--- src/rtl/uart_rx_frame_ctrl_if.sv ---
// Link between the UART rx frame controller and its parity checker and consumer.
// The master side is the frame controller. The slave side is the checker and consumer.
interface uart_rx_frame_ctrl_if #(
    parameter int DATA_WIDTH = 8
);
    logic [DATA_WIDTH-1:0] p_data;
    logic                  sampled_parity_bit;
    logic                  par_chk_en;
    logic                  par_error;
    logic                  data_valid;
    logic                  stop_error;
    logic                  start_glitch;
    logic                  busy;

    modport master (
        output p_data, sampled_parity_bit, par_chk_en,
        output data_valid, stop_error, start_glitch, busy,
        input  par_error
    );

    modport slave (
        input  p_data, sampled_parity_bit, par_chk_en,
        input  data_valid, stop_error, start_glitch, busy,
        output par_error
    );
endinterface

--- src/rtl/uart_rx_frame_ctrl.sv ---
// UART receive front-end: oversampling, 2-of-3 bit vote, frame FSM, parity/stop qualification.
// Optional macro RX_INPUT_SYNC_EN puts a 2-flop synchroniser (reset to 1) in front of rx_in.
module uart_rx_frame_ctrl #(
    parameter int DATA_WIDTH = 8,
    parameter int PRESCALE_W = 6
) (
    input  logic                  clk,
    input  logic                  rst_n,
    input  logic                  rx_in,
    input  logic [PRESCALE_W-1:0] prescale,
    input  logic                  par_en,
    uart_rx_frame_ctrl_if.master  rx_if
);
    localparam int BW = $clog2(DATA_WIDTH + 1);
    localparam logic [PRESCALE_W-1:0] ONE = PRESCALE_W'(1);

    typedef enum logic [2:0] {S_IDLE, S_START, S_DATA, S_PARITY, S_STOP} state_t;
    state_t state, state_nx;

    logic rx;
`ifdef RX_INPUT_SYNC_EN
    logic [1:0] rx_sync;
    always_ff @(posedge clk or negedge rst_n) begin
        if (!rst_n) rx_sync <= 2'b11;
        else        rx_sync <= {rx_sync[0], rx_in};
    end
    assign rx = rx_sync[1];
`else
    assign rx = rx_in;
`endif

    logic [PRESCALE_W-1:0] p_sel, p_lat, half, edge_cnt;
    logic [BW-1:0]         bit_cnt;
    logic                  s0, s1, vote;
    logic                  at_s0, at_s1, at_vote, at_end;
    logic                  shift_en, par_ld;
    logic                  dv_nx, se_nx, sg_nx, pce_nx;

    // Unsupported prescale values fall back to 8 clocks per bit
    always_comb begin
        case (prescale)
            PRESCALE_W'(8), PRESCALE_W'(16), PRESCALE_W'(32): p_sel = prescale;
            default:                                           p_sel = PRESCALE_W'(8);
        endcase
    end

    assign half    = {1'b0, p_lat[PRESCALE_W-1:1]};
    assign at_s0   = (edge_cnt == half - ONE);
    assign at_s1   = (edge_cnt == half);
    assign at_vote = (edge_cnt == half + ONE);
    assign at_end  = (edge_cnt == p_lat - ONE);
    assign vote    = (s0 & s1) | (s0 & rx) | (s1 & rx);

    always_comb begin
        state_nx = state;
        shift_en = 1'b0;
        par_ld   = 1'b0;
        dv_nx    = 1'b0;
        se_nx    = 1'b0;
        sg_nx    = 1'b0;
        pce_nx   = 1'b0;
        case (state)
            S_IDLE:  if (!rx) state_nx = S_START;
            S_START: begin
                if (at_vote && vote) begin
                    sg_nx    = 1'b1;
                    state_nx = S_IDLE;
                end else if (at_end) begin
                    state_nx = S_DATA;
                end
            end
            S_DATA: begin
                shift_en = at_vote;
                if (at_end && bit_cnt == BW'(DATA_WIDTH))
                    state_nx = par_en ? S_PARITY : S_STOP;
            end
            S_PARITY: begin
                par_ld = at_vote;
                pce_nx = at_vote;
                if (at_end) state_nx = S_STOP;
            end
            // Return to IDLE at the vote so the next start edge is caught early
            S_STOP: begin
                if (at_vote) begin
                    state_nx = S_IDLE;
                    if (!vote)                           se_nx = 1'b1;
                    else if (!(par_en && rx_if.par_error)) dv_nx = 1'b1;
                end
            end
            default: state_nx = S_IDLE;
        endcase
    end

    always_ff @(posedge clk or negedge rst_n) begin
        if (!rst_n) begin
            state                    <= S_IDLE;
            p_lat                    <= PRESCALE_W'(8);
            edge_cnt                 <= '0;
            bit_cnt                  <= '0;
            s0                       <= 1'b0;
            s1                       <= 1'b0;
            rx_if.p_data             <= '0;
            rx_if.sampled_parity_bit <= 1'b0;
            rx_if.par_chk_en         <= 1'b0;
            rx_if.data_valid         <= 1'b0;
            rx_if.stop_error         <= 1'b0;
            rx_if.start_glitch       <= 1'b0;
        end else begin
            state <= state_nx;
            if (state == S_IDLE) p_lat <= p_sel;
            if (state == S_IDLE || state_nx == S_IDLE || at_end) edge_cnt <= '0;
            else                                                 edge_cnt <= edge_cnt + ONE;
            if (state != S_DATA) bit_cnt <= '0;
            else if (at_vote)    bit_cnt <= bit_cnt + BW'(1);
            if (at_s0) s0 <= rx;
            if (at_s1) s1 <= rx;
            if (shift_en) rx_if.p_data <= {vote, rx_if.p_data[DATA_WIDTH-1:1]};
            if (par_ld)   rx_if.sampled_parity_bit <= vote;
            rx_if.par_chk_en   <= pce_nx;
            rx_if.data_valid   <= dv_nx;
            rx_if.stop_error   <= se_nx;
            rx_if.start_glitch <= sg_nx;
        end
    end

    assign rx_if.busy = (state != S_IDLE);
endmodule

--- src/flat_wrapper.sv ---
// flat-port wrapper written by rule: the top's interface ports become plain ports
module uart_rx_frame_ctrl_flat 
#(
    parameter int DATA_WIDTH = 8,
    parameter int PRESCALE_W = 6
)
  (clk, rst_n, rx_in, prescale, par_en, rx_if_p_data, rx_if_sampled_parity_bit, rx_if_par_chk_en, rx_if_data_valid, rx_if_stop_error, rx_if_start_glitch, rx_if_busy, rx_if_par_error);
  uart_rx_frame_ctrl_if #(.DATA_WIDTH(DATA_WIDTH)) rx_if_i ();
  input  logic clk;
  input  logic rst_n;
  input  logic rx_in;
  input  logic [PRESCALE_W-1:0] prescale;
  input  logic par_en;
  output wire logic [$bits(rx_if_i.p_data)-1:0] rx_if_p_data;
  output wire logic [$bits(rx_if_i.sampled_parity_bit)-1:0] rx_if_sampled_parity_bit;
  output wire logic [$bits(rx_if_i.par_chk_en)-1:0] rx_if_par_chk_en;
  output wire logic [$bits(rx_if_i.data_valid)-1:0] rx_if_data_valid;
  output wire logic [$bits(rx_if_i.stop_error)-1:0] rx_if_stop_error;
  output wire logic [$bits(rx_if_i.start_glitch)-1:0] rx_if_start_glitch;
  output wire logic [$bits(rx_if_i.busy)-1:0] rx_if_busy;
  input wire logic [$bits(rx_if_i.par_error)-1:0] rx_if_par_error;
  assign rx_if_p_data = rx_if_i.p_data;
  assign rx_if_sampled_parity_bit = rx_if_i.sampled_parity_bit;
  assign rx_if_par_chk_en = rx_if_i.par_chk_en;
  assign rx_if_data_valid = rx_if_i.data_valid;
  assign rx_if_stop_error = rx_if_i.stop_error;
  assign rx_if_start_glitch = rx_if_i.start_glitch;
  assign rx_if_busy = rx_if_i.busy;
  assign rx_if_i.par_error = rx_if_par_error;
  uart_rx_frame_ctrl #(.DATA_WIDTH(DATA_WIDTH), .PRESCALE_W(PRESCALE_W)) u_core (.clk(clk), .rst_n(rst_n), .rx_in(rx_in), .prescale(prescale), .par_en(par_en), .rx_if(rx_if_i));
endmodule
--- config.mk ---
export PLATFORM = sky130hd
export DESIGN_NAME = uart_rx_frame_ctrl_flat
export DESIGN_NICKNAME = d
export VERILOG_FILES = /design/src/rtl/uart_rx_frame_ctrl_if.sv /design/src/rtl/uart_rx_frame_ctrl.sv /design/src/flat_wrapper.sv
export SDC_FILE = /design/constraint.sdc
export NUM_CORES = 1
export LEC_CHECK = 0
export ABC_AREA = 1
export CORE_ASPECT_RATIO = 1.5
export CORE_MARGIN = 2
export CORE_UTILIZATION = 56
export DETAILED_ROUTE_END_ITERATION = 6
export PLACE_DENSITY = 0.8
export SLEW_MARGIN = 30
export SYNTH_ARGS = -nofsm -noshare
export SYNTH_HDL_FRONTEND = slang
export SYNTH_SLANG_ARGS = --single-unit
export TNS_END_PERCENT = 20
--- constraint.sdc ---
create_clock -name clk -period 5.7 [get_ports clk]
set_input_delay 1.14 -clock clk [delete_from_list [all_inputs] [get_ports clk]]
set_output_delay 1.14 -clock clk [all_outputs]
set_load 0.01 [all_outputs]
==> flow_summary.toml <==
[run_status]
status = "complete, no violations"

[cells_and_area]
fin_nets = 329
synthToLayoutAreaGrowth_pct = 18.7
n_antenna_cell = 0
drive_gt1_share_pct = 6.41

[pwr]
swShare_pct = 30.6
p_sw_w = 0.000175
ir_worst_vdd_uv = 195
combPwrFrac_pct = 20.7
powerDensity_nw_per_um2 = 238
internal_power_w = 0.000396
pwr-share-clk_pct = 31.9
seq_power_share_pct = 47.4
power_w = 0.000571
p_leak_nw = 1.20

[cts]
cts_hold_buf = 0
clkTransAtPathRegs_ns = 0.07
tritoncts = "done"
htree_levels = 2
root_buffer = "clkbuf_8"
clock_latency_ns = 0.29
cts_buffers = 5
post_cts_resized = 0
cts_sinks = 34
post_cts_buffers = 0
cts_max_path_buffers = 2

[timing]
rsz0062_at_grt = "no"
fin_crit_ns = 3.12
relSlewSlack_pct = 57.3
fin_crit_sh_pct = 54.8
fmax_mhz = 320
fin_setup_tns_ns = 0
hold_viol = 0
fin_skew_ns = 0.00669
setup_viol = 0
worst_pin_slew_ns = 0.638
maxSlewViolCount = 0

[floorplan]
core_um2 = 3420
start_util_pct = 59.1
die_h_um = 77.5
io_pins = 25
num_rows = 26
die_area_um2 = 4110
fp.dieW_um = 53.0

[synthesis]
ys_warn_count = 0
yosys.area_share.simple_pct = 34.3
asyncSetResetFlopFracSynth_pct = 100
ys_ff_latch = 34
synth.most_common_cell = "nand2_1"
synthTopCellsByArea = "dfrtp_1, nand2_1, inv_1, nor2_1, ha_1"
syn_area_um2 = 2020
synth_top_family_by_area = "simple AND/OR/NAND/NOR gates"
yosysUniqueCellTypes = 32
ys_seq_area_share_pct = 42.2
synth-compound-area-share_pct = 5.46
ys.flop_type = "dfrtp_1"
yosys.area.top_type_share_pct = 40.9
netlist_instances = 282
synthMuxAreaShare_pct = 0.558
synth-xor-area-share_pct = 3.91
avgSynthCellArea_um2 = 7.16
synth.net_count = 300
synth_common_cells = "nand2_1, inv_1, dfrtp_1"
synth_edf_count = 0
synth_top_area_cell = "dfrtp_1"
synth_fa_ha_area_share_pct = 4.84

[grt]
grtUsageTotal_pct = 23.5
grt_max_degree = 35
grt_pass1_wl_mm = 7.27
grt_pass1_vias = 1735
grt_overflow = 0
antenna_found_initial = 0

[run]
max_cap_violations = 0

[setup_path]
required_ns = 4.56
critical_path_class = "reg -> out"
worstPathMaxFanout = 9
start_kind = "flop"
worstSetupEndpointType = "primary output"
crit_arrival_ns = 1.98
regToRegSetupSlack_ns = 3.09

[drt]
routedWlPerCell_um = 11.6
detail-route-antenna-nets = 0
routed_wl_mm = 4.11
vias = 1816
drt_iter0_drc = 47
firstDrtPassIters = 4
drc = 0
viasPerCell = 5.13

[min_path]
hp-class = "reg -> reg"

[place]
routabilityCongestion = 0.976
dp_hpwl_mm = 3.14
port_buffers = 24
-- final timing paths --
check | start | end | depth (start not counted)
hold reg to reg | u_core.rx_if.p_data[0]$_DFFE_PN0P_ | u_core.rx_if.p_data[0]$_DFFE_PN0P_ | 2
min in group asynchronous | rst_n | u_core.rx_if.par_chk_en$_DFF_PN0_ | 2
hold / removal | u_core.rx_if.p_data[0]$_DFFE_PN0P_ | u_core.rx_if.p_data[0]$_DFFE_PN0P_ | 2
setup / recovery | u_core.state[1]$_DFF_PN0_ | rx_if_busy | 5
max in group asynchronous | rst_n | u_core.p_lat[3]$_DFFE_PN1P_ | 2
setup reg to reg | u_core.p_lat[2]$_DFFE_PN0P_ | u_core.rx_if.p_data[2]$_DFFE_PN0P_ | 12
-- cell type report --
class                      count  area (um^2)
inverter                      42          158
timing repair buffer          25          248
clock buffer                   6         82.6
clock inverter                 2         12.5
fill                         319         1020
sequential                    34          852
multi-input combinational    203          991
tap                           42         52.6
-- state kept, by name, summed over array words and instances, names as in the netlist --
signal                           flops
u_core.bit_cnt                       4
u_core.s0                            1
u_core.rx_if.par_chk_en              1
u_core.rx_if.p_data                  8
u_core.p_lat                         6
u_core.rx_if.sampled_parity_bit      1
u_core.s1                            1
u_core.rx_if.data_valid              1
u_core.state                         3
u_core.rx_if.stop_error              1
u_core.rx_if.start_glitch            1
u_core.edge_cnt                      6
-- critical path, cell delays in order (launching register included) --
cell,delay [ns]
dfrtp_1,0.40
nor2_1,0.15
inv_1,0.05
nor2_1,0.41
inv_1,0.17
clkdlybuf4s50_1,0.51
-- cells by family after synthesis --
family / Yosys count
simple gates: 167
buf+inv: 45
flops: 34
compound gates: 18
xor+xnor: 9
fa+ha+maj: 8
mux: 1
-- layout by cell type, fill, tap and decap left out, drive strengths merged --
| cell type | n |
|---|---|
| nand2 | 107 |
| xnor2 | 2 |
| o21ai | 10 |
| nor4 | 1 |
| maj3 | 1 |
| a21oi | 2 |
| nor2 | 28 |
| mux2 | 1 |
| clkinv | 2 |
| clkdlybuf4s50 | 24 |
| xor2 | 7 |
| a31oi | 1 |
| nor3b | 1 |
| ha | 7 |
| buf | 1 |
| nor3 | 10 |
| dfrtp | 33 |
| a211oi | 2 |
| a2bb2oi | 1 |
| clkbuf | 6 |
| clkinvlp | 1 |
| dfstp | 1 |
| o211ai | 1 |
| nand4 | 2 |
| inv | 41 |
| nand3 | 18 |
| o2111ai | 1 |
-- per-layer routing --
layer | vias up | global-route usage [%] | share of wire, %
met5 | - | 0 | 0
met4 | 0 | 10.8 | 3.0
met3 | 12 | 4.62 | 3.1
met2 | 34 | 41.9 | 54
met1 | 832 | 25.5 | 40
li1 | 938 | - | -
-- metrics by stage --
stage	utilization, %	setup slack, ns	std cells	area, um^2	hold slack, ns
finish	70.1	2.58	354	2400	0.486
global route	70.1	2.39	354	2400	0.499
CTS	70.1	2.55	354	2400	0.485
detailed placement	67.4	2.87	346	2300	0.473
global placement	67.4	2.92	346	2300	0.459
floorplan	-	3.52	282	2020	0.453
-- power by group through the flow --
| stage | logic [W] | clock network [W] | registers, W |
|---|---|---|---|
| floorplan | 0.0000844 | 0 | 0.000270 |
| global placement | 0.000117 | 0 | 0.000275 |
| detailed placement | 0.000120 | 0 | 0.000275 |
| CTS | 0.000120 | 0.000186 | 0.000271 |
| global route | 0.000136 | 0.000199 | 0.000272 |
| finish | 0.000118 | 0.000182 | 0.000271 |
Power figures use the tool's default switching activity.
